===== src/rtl/pwm_capture_pkg.sv =====
// ---------------------------------------------------------------------------
// pwm_pkg
// Shared definitions for the PWM capture block and its 8-bit PWM generator
// counterpart: FSM state encoding, default counter width / timeout and the
// nominal generator period.
// ---------------------------------------------------------------------------
package pwm_pkg;

    localparam int DEF_CNT_W       = 16;
    localparam int DEF_TIMEOUT     = 512;
    localparam int DEF_SYNC_STAGES = 2;

    // Period of the 8-bit PWM generator, in clk cycles.
    localparam int PWM_PERIOD      = 256;

    typedef enum logic [1:0] {
        DISABLED  = 2'd0,   // capture off, accumulators cleared
        ARMING    = 2'd1,   // waiting for the first rising edge
        MEASURING = 2'd2    // timing a period between two rising edges
    } pwm_state_t;

endpackage


===== src/rtl/pwm_capture_if.sv =====
// ---------------------------------------------------------------------------
// pwm_capture_if
// Signal bundle between a PWM capture block and its user.
//   enable       capture enable (user -> capture)
//   pwm_in       PWM waveform, may be asynchronous (user -> capture)
//   high_cnt     high cycles of the last completed period
//   period_cnt   length of the last completed period
//   meas_valid   one-cycle pulse when high_cnt/period_cnt update
//   stuck        no rising edge seen for the timeout interval
//   stuck_level  synchronised input level when stuck was raised
// master: the user side; slave: the capture block.
// ---------------------------------------------------------------------------
interface pwm_capture_if #(
    parameter int CNT_W = pwm_pkg::DEF_CNT_W
);

    logic             enable;
    logic             pwm_in;
    logic [CNT_W-1:0] high_cnt;
    logic [CNT_W-1:0] period_cnt;
    logic             meas_valid;
    logic             stuck;
    logic             stuck_level;

    modport master (
        output enable,
        output pwm_in,
        input  high_cnt,
        input  period_cnt,
        input  meas_valid,
        input  stuck,
        input  stuck_level
    );

    modport slave (
        input  enable,
        input  pwm_in,
        output high_cnt,
        output period_cnt,
        output meas_valid,
        output stuck,
        output stuck_level
    );

endinterface


===== src/rtl/pwm_edge_sync.sv =====
// ---------------------------------------------------------------------------
// pwm_edge_sync
// Brings an asynchronous PWM input into the clk domain and flags rising edges.
//   clk      system clock
//   rst      synchronous active-low reset (clears every flop)
//   pwm_in   raw PWM input
//   pwm_s    synchronised level (last stage of the chain)
//   rise     pwm_s is high and was low in the previous cycle
// Rising and falling transitions travel through the same chain, so measured
// high and period times carry no relative offset.
// ---------------------------------------------------------------------------
module pwm_edge_sync #(
    parameter int SYNC_STAGES = 2   // must be >= 2
) (
    input  logic clk,
    input  logic rst,
    input  logic pwm_in,
    output logic pwm_s,
    output logic rise
);

    logic [SYNC_STAGES-1:0] sync_reg;
    logic                   pwm_d_reg;

    always_ff @(posedge clk) begin
        if (!rst) begin
            sync_reg  <= '0;
            pwm_d_reg <= 1'b0;
        end else begin
            sync_reg  <= {sync_reg[SYNC_STAGES-2:0], pwm_in};
            pwm_d_reg <= sync_reg[SYNC_STAGES-1];
        end
    end

    assign pwm_s = sync_reg[SYNC_STAGES-1];
    assign rise  = pwm_s & ~pwm_d_reg;

endmodule


===== src/rtl/pwm_capture.sv =====
// ---------------------------------------------------------------------------
// pwm_capture
// Measures an incoming PWM waveform: per period (rising edge to rising edge)
// it reports the number of high cycles and the period length, with a
// one-cycle meas_valid pulse. A missing rising edge for TIMEOUT cycles raises
// stuck and records the input level at that moment.
//   clk    system clock
//   rst    synchronous active-low reset
//   bus    pwm_capture_if.slave: enable, pwm_in in; high_cnt, period_cnt,
//          meas_valid, stuck, stuck_level out
// TIMEOUT must lie in [2, 2^CNT_W-1]; the timeout then always fires before
// an accumulator could reach saturation.
// ---------------------------------------------------------------------------
module pwm_capture
    import pwm_pkg::*;
#(
    parameter int CNT_W       = DEF_CNT_W,
    parameter int TIMEOUT     = DEF_TIMEOUT,
    parameter int SYNC_STAGES = DEF_SYNC_STAGES
) (
    input  logic          clk,
    input  logic          rst,
    pwm_capture_if.slave  bus
);

    localparam logic [CNT_W-1:0] CNT_ONE  = CNT_W'(1);
    localparam logic [CNT_W-1:0] CNT_MAX  = '1;
    localparam logic [CNT_W-1:0] TMO_LAST = CNT_W'(TIMEOUT - 1);

    logic pwm_s;
    logic rise;

    pwm_edge_sync #(
        .SYNC_STAGES (SYNC_STAGES)
    ) u_edge_sync (
        .clk    (clk),
        .rst    (rst),
        .pwm_in (bus.pwm_in),
        .pwm_s  (pwm_s),
        .rise   (rise)
    );

    pwm_state_t       state_reg,       state_next;
    logic [CNT_W-1:0] high_acc_reg,    high_acc_next;
    logic [CNT_W-1:0] period_acc_reg,  period_acc_next;
    logic [CNT_W-1:0] tmo_reg,         tmo_next;
    logic [CNT_W-1:0] high_cnt_reg,    high_cnt_next;
    logic [CNT_W-1:0] period_cnt_reg,  period_cnt_next;
    logic             meas_valid_reg,  meas_valid_next;
    logic             stuck_reg,       stuck_next;
    logic             stuck_level_reg, stuck_level_next;

    // tmo_reg counts cycles since the last rise (or since entering ARMING);
    // it is cleared at those points, so the last count value before expiry
    // is TIMEOUT-1.
    logic timeout_hit;
    assign timeout_hit = (tmo_reg == TMO_LAST);

    function automatic logic [CNT_W-1:0] sat_inc(input logic [CNT_W-1:0] v);
        return (v == CNT_MAX) ? v : v + CNT_ONE;
    endfunction

    // State register
    always_ff @(posedge clk) begin
        if (!rst) begin
            state_reg <= DISABLED;
        end else begin
            state_reg <= state_next;
        end
    end

    // Next-state and datapath
    always_comb begin
        state_next       = state_reg;
        high_acc_next    = high_acc_reg;
        period_acc_next  = period_acc_reg;
        tmo_next         = tmo_reg;
        high_cnt_next    = high_cnt_reg;
        period_cnt_next  = period_cnt_reg;
        meas_valid_next  = 1'b0;
        stuck_next       = stuck_reg;
        stuck_level_next = stuck_level_reg;

        if (!bus.enable) begin
            // Results and stuck_level hold; everything else restarts.
            state_next      = DISABLED;
            high_acc_next   = '0;
            period_acc_next = '0;
            tmo_next        = '0;
            stuck_next      = 1'b0;
        end else begin
            case (state_reg)
                DISABLED: begin
                    state_next      = ARMING;
                    high_acc_next   = '0;
                    period_acc_next = '0;
                    tmo_next        = '0;
                end

                ARMING: begin
                    if (rise) begin
                        // First edge only starts the window; no result yet.
                        state_next      = MEASURING;
                        high_acc_next   = CNT_ONE;
                        period_acc_next = CNT_ONE;
                        tmo_next        = '0;
                        stuck_next      = 1'b0;
                    end else if (timeout_hit) begin
                        stuck_next       = 1'b1;
                        stuck_level_next = pwm_s;
                        high_acc_next    = '0;
                        period_acc_next  = '0;
                        tmo_next         = '0;
                    end else begin
                        tmo_next = tmo_reg + CNT_ONE;
                    end
                end

                MEASURING: begin
                    // A rise in the same cycle as expiry takes priority.
                    if (rise) begin
                        high_cnt_next   = high_acc_reg;
                        period_cnt_next = period_acc_reg;
                        meas_valid_next = 1'b1;
                        high_acc_next   = CNT_ONE;
                        period_acc_next = CNT_ONE;
                        tmo_next        = '0;
                    end else if (timeout_hit) begin
                        state_next       = ARMING;
                        stuck_next       = 1'b1;
                        stuck_level_next = pwm_s;
                        high_acc_next    = '0;
                        period_acc_next  = '0;
                        tmo_next         = '0;
                    end else begin
                        period_acc_next = sat_inc(period_acc_reg);
                        if (pwm_s) begin
                            high_acc_next = sat_inc(high_acc_reg);
                        end
                        tmo_next = tmo_reg + CNT_ONE;
                    end
                end

                default: begin
                    state_next = DISABLED;
                end
            endcase
        end
    end

    always_ff @(posedge clk) begin
        if (!rst) begin
            high_acc_reg    <= '0;
            period_acc_reg  <= '0;
            tmo_reg         <= '0;
            high_cnt_reg    <= '0;
            period_cnt_reg  <= '0;
            meas_valid_reg  <= 1'b0;
            stuck_reg       <= 1'b0;
            stuck_level_reg <= 1'b0;
        end else begin
            high_acc_reg    <= high_acc_next;
            period_acc_reg  <= period_acc_next;
            tmo_reg         <= tmo_next;
            high_cnt_reg    <= high_cnt_next;
            period_cnt_reg  <= period_cnt_next;
            meas_valid_reg  <= meas_valid_next;
            stuck_reg       <= stuck_next;
            stuck_level_reg <= stuck_level_next;
        end
    end

    assign bus.high_cnt    = high_cnt_reg;
    assign bus.period_cnt  = period_cnt_reg;
    assign bus.meas_valid  = meas_valid_reg;
    assign bus.stuck       = stuck_reg;
    assign bus.stuck_level = stuck_level_reg;

endmodule


===== src/flat_wrapper.sv =====
// flat-port wrapper written by rule: the top's interface ports become plain ports
module pwm_capture_flat import pwm_pkg::*;
#(
    parameter int CNT_W       = DEF_CNT_W,
    parameter int TIMEOUT     = DEF_TIMEOUT,
    parameter int SYNC_STAGES = DEF_SYNC_STAGES
)
  (clk, rst, bus_enable, bus_pwm_in, bus_high_cnt, bus_period_cnt, bus_meas_valid, bus_stuck, bus_stuck_level);
  pwm_capture_if #(.CNT_W(CNT_W)) bus_i ();
  input  logic clk;
  input  logic rst;
  input wire logic [$bits(bus_i.enable)-1:0] bus_enable;
  input wire logic [$bits(bus_i.pwm_in)-1:0] bus_pwm_in;
  output wire logic [$bits(bus_i.high_cnt)-1:0] bus_high_cnt;
  output wire logic [$bits(bus_i.period_cnt)-1:0] bus_period_cnt;
  output wire logic [$bits(bus_i.meas_valid)-1:0] bus_meas_valid;
  output wire logic [$bits(bus_i.stuck)-1:0] bus_stuck;
  output wire logic [$bits(bus_i.stuck_level)-1:0] bus_stuck_level;
  assign bus_i.enable = bus_enable;
  assign bus_i.pwm_in = bus_pwm_in;
  assign bus_high_cnt = bus_i.high_cnt;
  assign bus_period_cnt = bus_i.period_cnt;
  assign bus_meas_valid = bus_i.meas_valid;
  assign bus_stuck = bus_i.stuck;
  assign bus_stuck_level = bus_i.stuck_level;
  pwm_capture #(.CNT_W(CNT_W), .TIMEOUT(TIMEOUT), .SYNC_STAGES(SYNC_STAGES)) u_core (.clk(clk), .rst(rst), .bus(bus_i));
endmodule

===== config.mk =====
export PLATFORM = sky130hd
export DESIGN_NAME = pwm_capture_flat
export DESIGN_NICKNAME = d
export VERILOG_FILES = /design/src/rtl/pwm_capture_pkg.sv /design/src/rtl/pwm_capture_if.sv /design/src/rtl/pwm_edge_sync.sv /design/src/rtl/pwm_capture.sv /design/src/flat_wrapper.sv
export SDC_FILE = /design/constraint.sdc
export NUM_CORES = 1
export LEC_CHECK = 0
export BUFFER_PORTS_ARGS = -buffer_cell sky130_fd_sc_hd__buf_2
export CORE_ASPECT_RATIO = 0.6
export CORE_MARGIN = 10
export CORE_UTILIZATION = 50
export DETAILED_ROUTE_END_ITERATION = 7
export PLACE_DENSITY = 0.81
export SKIP_LAST_GASP = 1
export SYNTH_ARGS = -nofsm -noshare
export SYNTH_HDL_FRONTEND = slang
export SYNTH_HIERARCHICAL = 1
export SYNTH_SLANG_ARGS = --single-unit

===== constraint.sdc =====
create_clock -name clk -period 2.3 [get_ports clk]
set_input_delay 0.345 -clock clk [delete_from_list [all_inputs] [get_ports clk]]
set_output_delay 0.345 -clock clk [all_outputs]
set_load 0.01 [all_outputs]

== Word-level counts from Yosys, hierarchy flattened ==
Index checks and enable logic that the tools add are counted.
W data, S select, Z words.
Storage, ports and cells
  flip-flop bits (word level): 88
  bits in latches: 0
  bits in writable memories: 0
  memory bits (read-only): 0
  memories: 0
Operators by class
  $add $sub $neg: 3
  $mul: 0
  div/mod/pow operators: 0
  magnitude comparators: 0
  eq/ne operators: 12
  shift operators: 0
  mux-type cells: 23
  bitwise logic cells: 3
  reductions and logical operators: 13
Operators by type and width (number)
  $mux W16: 11
  $pmux W16 S3: 2
  $add A16 B1 Y16 const B: 3
  $eq A16 B16 Y1 const B: 2
  $pmux W16 S2: 1
  $eq A16 B9 Y1 const B: 1
  $ne A4 B2 Y1 const B: 3
  $reduce_and A3 Y1: 4
  $reduce_and A4 Y1: 2
  $mux W2: 3
  $pmux W2 S3: 1
  $mux W1: 4
  $ne A2 B1 Y1 const B: 2
  $reduce_and A2 Y1: 2
  $reduce_bool A2 Y1: 2
  $ne A3 B1 Y1 const B: 1
  $reduce_bool A3 Y1: 1
  $eq A2 B1 Y1 const B: 1
  $eq A2 B2 Y1 const B: 1
  $logic_not A2 Y1: 1
  $ne A2 B2 Y1 const B: 1
  $not A1 Y1: 2
  $pmux W1 S2: 1
  $reduce_or A2 Y1: 1
  $and A1 B1 Y1: 1

== Logic depth before layout (Yosys ltp) ==
Gate-level depths: netlist (run 1).
  depth in word-level cells: 6
  gate-level depth with buffers: 9
  depth with buffers taken out: 7

== Modules after synthesis ==
The synthesis (run 1) kept the hierarchy.
Modules (own cells, without submodules)
  pwm_capture: instances 1, cells an instance 493, area each 4097.7 sq um, seq. area each 1701.6 sq um
  pwm_edge_sync: instances 1, cells an instance 7, area each 92.6 sq um, seq. area each 60.1 sq um

== Least setup slack after synthesis (run 1) ==
Ideal clock, no wire load.
  kind: register -> register
  from: register u_core.state_reg[0]
  to: register u_core.period_acc_reg[12]
  arrival: 1862 ps
  required time: 2226 ps
  path slack: 364 ps
  stages on the path, launching flop included: 9
  period minus slack after synthesis: 1936 ps
  path through: dfxtp_1 inv_1 ha_1 nor2b_1 nand3_4 nor4b_2 buf_6 a31oi_1 a31oi_1
Between the ends
  word-level cells in the longest chain between the ends: 3
  elaborated cells on any way between the ends: 8
  classes of those cells: 4 x eq/ne; 1 x mux; 3 x reduce/logical
Ends and longest elaborated chain
  start: declaration: line pwm_capture.sv:43  | pwm_state_t state_reg, state_next;
  start signal: assignment: line pwm_capture.sv:68  | state_reg <= state_next;
  $eq A2 B2 Y1, or another cell as far along
  $ne A4 B2 Y1 (no source line), or another cell as far along
  $reduce_and A3 Y1 (no source line)
  end signal: assignment: line pwm_capture.sv:163  | period_acc_reg <= period_acc_next;
  end: declaration: line pwm_capture.sv:45  | logic [CNT_W-1:0] period_acc_reg, period_acc_next;
Several ways; a longest one is shown, not always the timed one.
A chain may end at the register's enable or synchronous reset.

== Worst setup path after layout (run 1) ==
  from: register u_core.state_reg[1]
  to: register u_core.period_acc_reg[3]
The elaborated chain is that of the path after synthesis.

==> results.md, run 1 <==
- The run finished with clean final reports.
- The cell area power density is about 630 nW/um^2.
- Of the cells placed in the final design, the portion with a size suffix greater than 1 is 17.9%.
- After global routing the overflow that remains totals 0.
- The path class of the lowest-slack min-delay path is in -> reg.
- The unique cell type count in the Yosys netlist is between 50 and 60.
- Entering global routing, the biggest net connects 38 pins.
- The met3 capacity usage during global routing is 5.62%.
- In the layout the commonest cells are nand2_1 (103), dfxtp_1 (88), buf_2 (38), a21boi_0 (32), nor2_1 (30).
- The first global-routing pass estimated approximately 17000 um of wire.
- The initial utilization of the core area, before any placement, comes to 52.3%.
- The critical path is of the reg -> reg type.
- Fill cells in the final layout number around 720.
- After synthesis, the mean cell area works out to approximately 8.4 um^2.
- The TritonCTS clock tree is yes.
- The clock passes through at most 2 buffers.
- The static leakage is approximately 1.7 nW.
- The endpoint of the worst-slack reg-to-reg timing path is u_core/period_acc_reg[3].
- The count of flip-flops with a built-in enable after synthesis is 0.
- The hold path startpoint is bus_pwm_in.
- Max-cap violations in this run came to 0.
- Setup repair after global routing left no endpoint under its margin.
- Before CTS, the worst setup slack after placement is ~0.11 ns.
- The floorplan die area is around 13000 um^2.
- Along the worst hold path, the cell count comes to 2.
- The most frequent standard cell in the layout excluding fill and tap cells is nand2_1.
- The total number of H-tree levels is 3.
- Clock latency on the worst-skew pair, taken at its later pin, is between 0.3 and 0.4 ns.
- By area the synthesized netlist is led by dfxtp_1 (42%), nand2_1 (9.2%), a21boi_0 (5.7%).
- The share of flip-flops with an asynchronous set or reset after synthesis is 0%.
- Measured in cells, the most critical reg-to-reg path has a length of 8.
- The cell count after synthesis came out at 500.
- The count of standard-cell rows is 25.
- The total clock buffers created by CTS is 9.
- The met1 routing resource usage after global routing is a little over a fifth.
- The worst setup path is captured at a flop.
- The maximum vdd ir drop is between 400 and 500 uV.
- The initial antenna violation count was 1.
- The hold path endpoint is u_core/u_edge_sync/sync_reg[0].
- The worst setup path startpoint is u_core/state_reg[1].
- The post-detailed-route via-to-cell ratio is about 5.8.
- The count of synthesis-stage warnings from yosys is 6.
- In the final timing run, aggregate negative setup slack is 0 ns.
- The net count after synthesis is roughly 510.
- Global routing consumed, over all layers together, about 15% of the routing resources.
- The dominant register cell in the synthesized netlist is dfxtp_1.
- The residual DRC count is 0.
- The number of clock sinks is approximately 90.
- The number of routed nets with antenna violations is 0.
- The final layout contains about 560 nets.
- The count of pins on the block boundary is 39.
- The worst setup slack after layout is 0.147 ns.
- The launching point of the worst reg2reg path is u_core/state_reg[1].
- The minimum clock period is roughly 2.2 ns.
- The routed design has 9840 um of wire.
- The normalized max-slew margin is about three fifths.
- In this run the register-to-register setup slack is between 0.1 and 0.15 ns.
- Routability-driven placement finished with a final weighted congestion of 0.907.
- Setup violations remaining at the end of the flow were counted as 0.
- The proportion of netlist area held by the largest area contributor is a little over two fifths.
- The first TritonRoute pass finished after 5 iterations.
- Derived from the worst setup path, the maximum achievable clock frequency is around 460 MHz.
- The detailed-route wire length per cell is around 15 um.
- In this run, the number of DRC markers left after iteration 0 of detailed routing was around 350.
- The cell type with the highest aggregate area in the netlist is dfxtp_1.
- The core footprint is roughly 8000 um^2.
- Input and output buffers added on the ports amount to 38.
- The most used routing layer is met1.
- The maximum fanout encountered on the critical timing path is 13.
- The width of the die is 138 um.
- The ratio of final minimum period to clock period is a little over nine tenths.
- The sequential area share after synthesis is between 40% and 50%.
- Detailed routing inserted a total of about 3.8k vias.
- Counting flops and latches in the post-synthesis netlist gives 88.
- The global-route met2 utilization is a little over a fifth.
- Data on the critical path arrives at its endpoint at between 2 and 2.5 ns.
- The area of the mapped netlist is between 4000 and 5000 um^2.
- The final cell count without fillers is 657.
- The clock-pin slew of the registers on the worst-case setup and hold paths is 0.06 ns.
- The buffer type at the clock tree root is clkbuf_16.
- Once layout is done, the placed cells without fillers occupy roughly 4900 um^2.
- From synthesis to final layout, the design area changed by 16.2%.
- The vertical extent of the die is 90.9 um.
- For the worst setup path, the data required time is around 2.6 ns.
- The total count of max-transition violations in the final report is 0.
- The element type at the critical path start is a flop.
- Clock skew on the completed layout was measured at 0.00497 ns.
- For the pin with the worst max-slew slack, the measured transition is 0.589 ns.
- The number of global-route vias before repair is approximately 3.4k.
- Once placement finished, the instance area stood at between 4000 and 5000 um^2.
- The number of placed instances, taps included, is between 600 and 700.
- In this run, post-CTS hold repair placed 0 buffers.
- Once detailed placement completed, the half-perimeter wirelength came to 7020 um.
- The final-report hold violation count is 0.
## logic make-up (layout without fill, tap and decap cells)
group	count (synthesis)	count (layout)	synth area share [%]
simple gates	223	223	26.6
xor+xnor	11	11	2.30
other cells	0	1	0
flops	88	88	42.0
compound gates	120	120	19.9
mux	7	7	1.67
buf+inv	43	91	5.08
fa+ha+maj	8	8	2.39
## worst max path at each step
stage | end | cells after the start
after global routing | u_core/period_acc_reg[3] | 8
after CTS | u_core/period_acc_reg[3] | 8
after detailed placement | u_core/period_acc_reg[3] | 8
final | u_core/period_acc_reg[3] | 8
after floorplan | u_core/period_acc_reg[12] | 8
after global placement | u_core/period_acc_reg[3] | 8
## worst max-delay path, cell delays in order, from the launching register on
cell     delay (ns)
dfxtp_1        0.40
inv_1          0.09
ha_1           0.35
nor2b_2        0.23
nand3_4        0.17
nor4b_2        0.29
buf_4          0.24
a41oi_1        0.14
a31oi_1        0.16
## repair_timing
action	4_1_cts	5_1_grt
buffers inserted	0	0
setup endpoints to repair	0	16
resized for setup	0	3
## metal layers
| layer | up-vias | wire [um] |
|---|---|---|
| li1 | 1878 | - |
| met1 | 1790 | 5140 |
| met2 | 116 | 3960 |
| met3 | 10 | 648 |
| met4 | 0 | 102 |
| met5 | - | 0 |
## metrics by stage
stage | hold WS, ns | power [mW] | utilization, %
floorplan | 0.406 | 1.63 | -
global placement | 0.408 | 1.65 | 57.0
finish | 0.206 | 3.08 | 60.8
global route | 0.218 | 3.18 | 60.8
detailed placement | 0.434 | 1.65 | 57.0
CTS | 0.195 | 3.11 | 60.7
## cell usage after synthesis, types with 2 or more instances
library cell	n
xnor2_1	5
o21ai_1	3
a41oi_1	2
nand2_1	103
o21ai_0	11
nor2_1	30
clkbuf_1	13
nor4b_2	2
nand2b_1	2
o221ai_1	2
inv_1	15
and3_1	6
dfxtp_1	88
nand3_1	24
mux2i_1	7
a21boi_0	32
a211oi_1	2
a21oi_1	18
or3_1	7
nor4_1	6
o31ai_1	4
buf_2	8
a31oi_1	29
nand4_1	10
ha_1	8
xor2_1	6
and4_1	5
buf_6	2
nand4b_1	2
a31oi_2	5
and2_1	4
buf_4	4
nor2b_1	3
o21ai_2	2
nor3_1	9
## report_power, final
part | leakage [nW] | internal [mW] | switching, mW
sequential | 0.709 | 1.53 | 0.00500
clock | 0.146 | 0.843 | 0.612
combinational | 0.860 | 0.0346 | 0.0543
total | 1.72 | 2.41 | 0.672
## area by class of cell
| cell class | count | area [um^2] | area share (%) |
|---|---|---|---|
| diodes | 1 | 2.50 | 0.0514 |
| inverters | 15 | 56.3 | 1.16 |
| clock buffers | 9 | 225 | 4.63 |
| well taps | 108 | 135 | 2.78 |
| repair buffers | 60 | 393 | 8.07 |
| clock inverters | 7 | 70.1 | 1.44 |
| flip-flops and latches | 88 | 1760 | 36.2 |
| multi-input cells | 369 | 2220 | 45.7 |
No activity file was read; power rests on OpenSTA's default activity.
==> run 2, diff against run 1 <==
Settings changed: REMOVE_ABC_BUFFERS from default to 1, SKIP_LAST_GASP 1 to default.
==> run 2 against run 1 <==
Against the previous run: combinational power shrank 5.8%; design area shrank 0.39%; clock skew grew 0.0020 ns; register-to-register slack is essentially flat; largest cell class unchanged.
==> results.md, run 2 (same netlist as run 1, synthesis figures left out) <==
- The share of total power in sequential cells is 48.2% (-1.6 points).
- The delay of the slowest critical-path stage is 0.41 ns (about the same).
- The path class of the lowest-slack min-delay path is in -> reg.
- The count of pins on the block boundary is 39 (unchanged).
- The initial standard-cell utilization of the core is 52.3% (unchanged).
- The via count of the routed design is 3774 (-0.53%).
- The required time at the worst-slack endpoint is 2.57 ns (about the same).
- The post-detailed-route via-to-cell ratio is 5.76 (-0.22%).
- The logic gate share of total power is 2.6% (-0.3 points).
- The final-report hold violation count is 0 (unchanged).
- The minimum clock period was 2.16 ns (+0.0110 ns).
- The number of global-route vias before repair is 3705 (+10%).
- The clock network fraction of design power is 49.2% (+1.9 points).
- The worst setup path is captured at a flop.
- The normalized max-slew margin came to 61.0% (+0.58 points).
- The run finished with clean final reports.
- The clock latency on the worst-skew pair came to 0.35 ns (about the same).
- The number of routed nets with antenna violations is 0 (unchanged).
- The switching portion of total power was 21.0% (-0.85 points).
- The area growth from synthesis to layout is 15.7%.
- The fraction of layout instances using a drive strength above 1 is 17.9% (+0.033 points).
- Traced cell by cell, the critical path runs through inv_1 -> ha_1 -> nor2b_4 -> nand3_4 -> nor4b_2 -> buf_4 -> a41oi_1 -> a31oi_1.
- The floorplan die area was 12600 um^2 (unchanged).
- The width of the die came to 138 um (unchanged).
- The cell area power density is 656 nW/um^2 (+3.7%).
- The total count of max-transition violations in the final report is 0 (unchanged).
- For this design, the slowest cell found on the critical path is dfxtp_1.
- The post-place setup slack is 0.0692 ns (-0.0423 ns).
- The fill cell instance count of the final layout came to 708 (-1.1%).
- The pin count of the biggest net entering global routing is 34 (-11%).
- The vertical extent of the die is 90.9 um (unchanged).
- The first-pass iteration count of the detailed router is 4 (-1).
- The final setup violation count is 0 (unchanged).
- The initial detailed-routing violation count was 298 (-15%).
- The worst hold path depth is 2 (unchanged).
- The net switching power is 0.667 mW (-0.68%).
- The multi-input gate area in the final layout is 2230 um^2 (+0.11%).
- The TritonCTS clock tree is yes.
- The total number of H-tree levels was 3 (unchanged).
- The weighted congestion at the end of routability-driven global placement is 0.840 (-7.4%).
- The residual DRC count came to 0 (unchanged).
- The upper clock frequency limit is 462 MHz (-0.51%).
- The clock-pin slew of the registers on the worst-case setup and hold paths is 0.06 ns (about the same).
- The ratio of final minimum period to clock period came to 94.1% (+0.48 points).
- The cell-internal power is 2.51 mW (+4.5%).
- The count of standard-cell rows is 25 (unchanged).
- The largest clock skew in the final design is 0.00695 ns (+0.00198 ns).
- The worst-case reg-to-reg path depth is 8 (unchanged).
- The count of buffers inserted at the top-level ports came to 38 (unchanged).
- Leaving out fill and tap cells, the most frequent cells in the layout are nand2_1 (103), dfxtp_1 (88), buf_2 (38), a21boi_0 (32), nor2_1 (30).
- The static leakage is 1.71 nW (-0.27%).
- Setup repair after global routing left no endpoint under its margin.
- The worst setup slack after layout came to 0.136 ns (-0.0110 ns).
- The overall track demand over capacity in global routing is 15.8% (+0.30 points).
- The HPWL after detailed placement was 7040 um (+0.25%).
- The worst hold-check slack is 0.213 ns (+0.00618 ns).
- The total clock buffers created by CTS came to 9 (unchanged).
- The sequential cell area in the final layout is 1760 um^2 (unchanged).
- The most frequent standard cell in the layout excluding fill and tap cells is nand2_1.
- The buffer type at the clock tree root is clkbuf_16.
- The diode insertion count for antenna repair is 0 (-1).
- The number of buffers inserted for hold repair after clock tree synthesis was 0 (unchanged).
- The maximum vdd ir drop is 640 uV (+51%).
- The detailed-route wire length per cell is 15.2 um (+1.4%).
- The total wire length after detailed routing came to 9950 um (+1.1%).
- The category of the critical setup timing path is reg -> reg.
- The sum of negative setup slack is 0 ns (unchanged).
- The initial antenna violation count is 0 (-1).
- The global-route wire length before repair came to 17000 um (+2.9%).
- The maximum fanout encountered on the critical timing path is 13 (unchanged).
- The worst setup path is launched from a flop.
- The number of nets at the end of the flow is 554 (-0.18%).
- The worst path arrival time came to 2.43 ns (about the same).
- The max-cap violation count is 0 (unchanged).
- The transition time at the pin with the least slew margin is 0.581 ns (-0.00817 ns).
- The largest buffer count on any clock path is 2 (unchanged).
- The number of clock sinks is 88 (unchanged).
- The core footprint is 8010 um^2 (unchanged).
- The remaining global-route overflow is 0 (unchanged).
## run 2: critical path, delay by kind of cell, from the launching register on
family / cells / cell delay (ns)
compound gates: 2 / 0.29
fa+ha+maj: 1 / 0.35
buf+inv: 2 / 0.34
flops: 1 / 0.41
simple gates: 3 / 0.69
## run 2: cell type report
cell class              instances  area share, %
clock buffers                   9           4.64
multi-input cells             369           45.9
inverters                      15           1.16
clock inverters                 7           1.99
flip-flops and latches         88           36.3
repair buffers                 59           7.17
well taps                     108           2.79
## run 2: power by group through the flow
stage,sequential [mW],clock (mW),combinational (mW)
2_1_floorplan,1.57,0,0.0513
3_3_place_gp,1.57,0,0.0780
3_5_place_dp,1.57,0,0.0805
4_1_cts,1.53,1.60,0.0816
5_1_grt,1.53,1.67,0.0916
6_report,1.53,1.56,0.0837
## run 2: what timing repair did
action                                  CTS  global route
endpoints found under the setup margin    0            25
resized for setup                         0             4
buffers inserted                          0             0
## run 2: worst paths after layout
| check | start | endpoint | slack [ns] |
|---|---|---|---|
| hold reg to reg | u_core/u_edge_sync/sync_reg[0] | u_core/u_edge_sync/sync_reg[1] | 0.43 |
| setup reg to reg | u_core/state_reg[1] | u_core/period_acc_reg[3] | 0.14 |
| hold / removal | bus_pwm_in | u_core/u_edge_sync/sync_reg[0] | 0.21 |
| setup / recovery | u_core/state_reg[1] | u_core/period_acc_reg[3] | 0.14 |
## run 2: layer usage
layer	GRT usage, %	up-vias	routed length [um]
met1	19.3	1765	4700
met3	6.20	14	692
met4	5.16	0	97
li1	-	1869	-
met5	0	-	0
met2	24.8	126	4460
## run 2: through the flow
step	instances	power, mW	cell area [um^2]	utilization (%)
final	655	3.18	4850	60.6
after global routing	655	3.29	4850	60.6
after CTS	655	3.21	4840	60.4
after detailed placement	639	1.65	4520	56.4
after global placement	639	1.64	4520	56.4
after floorplan	472	1.62	4030	-
==> run 3, diff against run 2 <==
Settings changed: CORE_UTILIZATION 50 to 30, PLACE_DENSITY 0.81 to 0.58.
Clock period 2.3 ns to 2.5 ns, I/O delays scaled along.
==> run 3 against run 2 <==
Against the previous run: register-to-register slack improved by 0.08 ns; non-clock buffer count down 9; sequential share of layout area fell by 0.32 points; via count decreased by 1.1%; global-route usage is 4.9 points lower; highest routed layer is now met5.
==> results.md, run 3 (same netlist as run 1, synthesis figures left out) <==
- The run finished with clean final reports.
- The number of routed nets with antenna violations was 0 (unchanged).
- The transition time at the pin with the least slew margin is 0.689 ns (+0.108 ns).
- The final setup violation count is 0 (unchanged).
- The largest clock skew in the final design is 0.00928 ns (+0.00233 ns).
- The finished layout cell area is 4890 um^2 (+0.88%).
- The final-report hold violation count was 0 (unchanged).
- The total wire length after detailed routing is 10500 um (+5.3%).
- The total count of max-transition violations in the final report is 0 (unchanged).
- The static leakage is 1.66 nW (-2.8%).
- The most frequent standard cell in the layout excluding fill and tap cells is nand2_1.
- The worst hold-check slack is 0.251 ns (+0.0382 ns).
- The cell area power density was 587 nW/um^2 (-10%).
- The instance count after placement with tap cells included is 714 (+12%).
- The number of nets at the end of the flow is 546 (-1.4%).
- The width of the die is 173 um (+25%).
- The sum of negative setup slack is 0 ns (unchanged).
- The remaining global-route overflow is 0 (unchanged).
- STA classifies the critical path startpoint as a flop.
- The initial standard-cell utilization of the core came to 30.7% (-22 points).
- The pin count of the biggest net entering global routing was 32 (-5.9%).
- The worst path arrival time came to 2.55 ns (+0.12 ns).
- The number of buffers inserted for hold repair after clock tree synthesis is 0 (unchanged).
- The maximum vdd ir drop was 303 uV (-53%).
- The initial detailed-routing violation count is 187 (-37%).
- The residual DRC count is 0 (unchanged).
- The maximum fanout encountered on the critical timing path came to 17 (+4).
- The minimum clock period came to 2.28 ns (+0.120 ns).
- The number of clock sinks is 88 (unchanged).
- The count of pins on the block boundary is 39 (unchanged).
- The normalized max-slew margin was 53.7% (-7.2 points).
- The HPWL after detailed placement came to 7540 um (+7.1%).
- The total clock buffers created by CTS is 9 (unchanged).
- The vertical extent of the die came to 112 um (+23%).
- The upper clock frequency limit came to 438 MHz (-5.3%).
- The post-detailed-route via-to-cell ratio came to 5.10 (-11%).
- The count of buffers inserted at the top-level ports is 38 (unchanged).
- The worst setup path is captured at a flop.
- Relative to the synthesized area, the layout overhead comes to 16.8%.
- The number of global-route vias before repair is 3583 (-3.3%).
- The floorplan die area is 19200 um^2 (+53%).
- The clock-pin slew of the registers on the worst-case setup and hold paths was 0.06 ns (about the same).
- The largest buffer count on any clock path is 2 (unchanged).
- The required time at the worst-slack endpoint was 2.77 ns (+0.20 ns).
- The cell sitting at the root of the clock tree is a clkbuf_16.
- The fraction of layout instances using a drive strength above 1 is 16.5% (-1.4 points).
- The count of standard-cell rows is 33 (+32%).
- The max-cap violation count was 0 (unchanged).
- The core footprint came to 13700 um^2 (+71%).
- The first-pass iteration count of the detailed router is 5 (+1).
- The overall track demand over capacity in global routing is 10.9% (-4.9 points).
- The global-route wire length before repair is 17800 um (+4.7%).
- The initial antenna violation count is 1 (+1).
- Setup repair after global routing left no endpoint under its margin.
- The clock latency on the worst-skew pair was 0.34 ns (about the same).
- The detailed-route wire length per cell was 14.3 um (-5.7%).
- The final cell count without fillers was 731 (+12%).
- TritonCTS built the clock tree.
- The total number of H-tree levels is 3 (unchanged).
- In the layout the commonest cells are nand2_1 (102), dfxtp_1 (88), buf_2 (38), a21boi_0 (32), nor2_1 (30).
- The ratio of final minimum period to clock period is 91.4% (-2.7 points).
- The diode insertion count for antenna repair was 0 (unchanged).
- The overall power after layout was 2.87 mW (-9.6%).
- The standard cell area after detailed placement is 4570 um^2 (+1.1%).
- The weighted congestion at the end of routability-driven global placement came to 0.829 (-1.3%).
- The number of buffers inserted to repair setup after CTS is 0 (unchanged).
- The via count of the routed design is 3731 (-1.1%).
- The worst hold path belongs to the class in -> reg.
- The critical path is of the reg -> reg type.
==> run 3: routing by layer <==
metal | track usage, % | wire length, um
met1 | 15.0 | 5390
met2 | 15.7 | 4300
met3 | 3.64 | 676
met4 | 2.77 | 101
met5 | 0 | 11
==> run 3: path summary, 6_finish.rpt <==
kind / start / end / slack [ns] / depth (start not counted)
worst min-delay path: bus_pwm_in / u_core/u_edge_sync/sync_reg[0] / 0.25 / 2
worst max register to register: u_core/state_reg[0] / u_core/period_acc_reg[5] / 0.22 / 7
worst max-delay path: u_core/state_reg[0] / u_core/period_acc_reg[5] / 0.22 / 7
worst min register to register: u_core/u_edge_sync/sync_reg[0] / u_core/u_edge_sync/sync_reg[1] / 0.43 / 1
==> run 3: final cells by class <==
class,instances,area [um^2]
Clock buffer,12,256
Tap cell,192,240
Timing Repair Buffer,50,293
Multi-Input combinational cell,370,2230
Clock inverter,4,51.3
Sequential cell,88,1760
Inverter,15,56.3
Fill cell,1434,8770
==> run 3: where the power goes <==
group | internal [mW] | total (mW) | leakage, nW | switching [mW]
Sequential | 1.41 | 1.41 | 0.709 | 0.00416
Combinational | 0.0274 | 0.0761 | 0.804 | 0.0487
Clock | 0.831 | 1.39 | 0.149 | 0.555
Total | 2.26 | 2.87 | 1.66 | 0.608
==> run 3: critical path: stages (launching register included) <==
cell and delay (ns):
dfxtp_1 0.39, inv_1 0.11, ha_1 0.36, nor2b_1 0.29
nand3_4 0.21, nor2_4 0.44, o21ai_0 0.20, a31oi_2 0.21
==> run 3: timing repair <==
action | 4_1_cts | 5_1_grt
pin swaps | 1 | 0
resized for setup | 0 | 4
setup endpoints to repair | 2 | 29
endpoints found under the hold margin | 0 | 0
gates cloned | 1 | 0
==> run 3: stage by stage <==
stage / utilization (%) / worst slack, ns
2_1_floorplan: - / 0.228
3_3_place_gp: 33.4 / 0.181
3_5_place_dp: 33.4 / 0.0253
4_1_cts: 35.7 / 0.0903
5_1_grt: 35.8 / 0.0199
6_report: 35.8 / 0.216
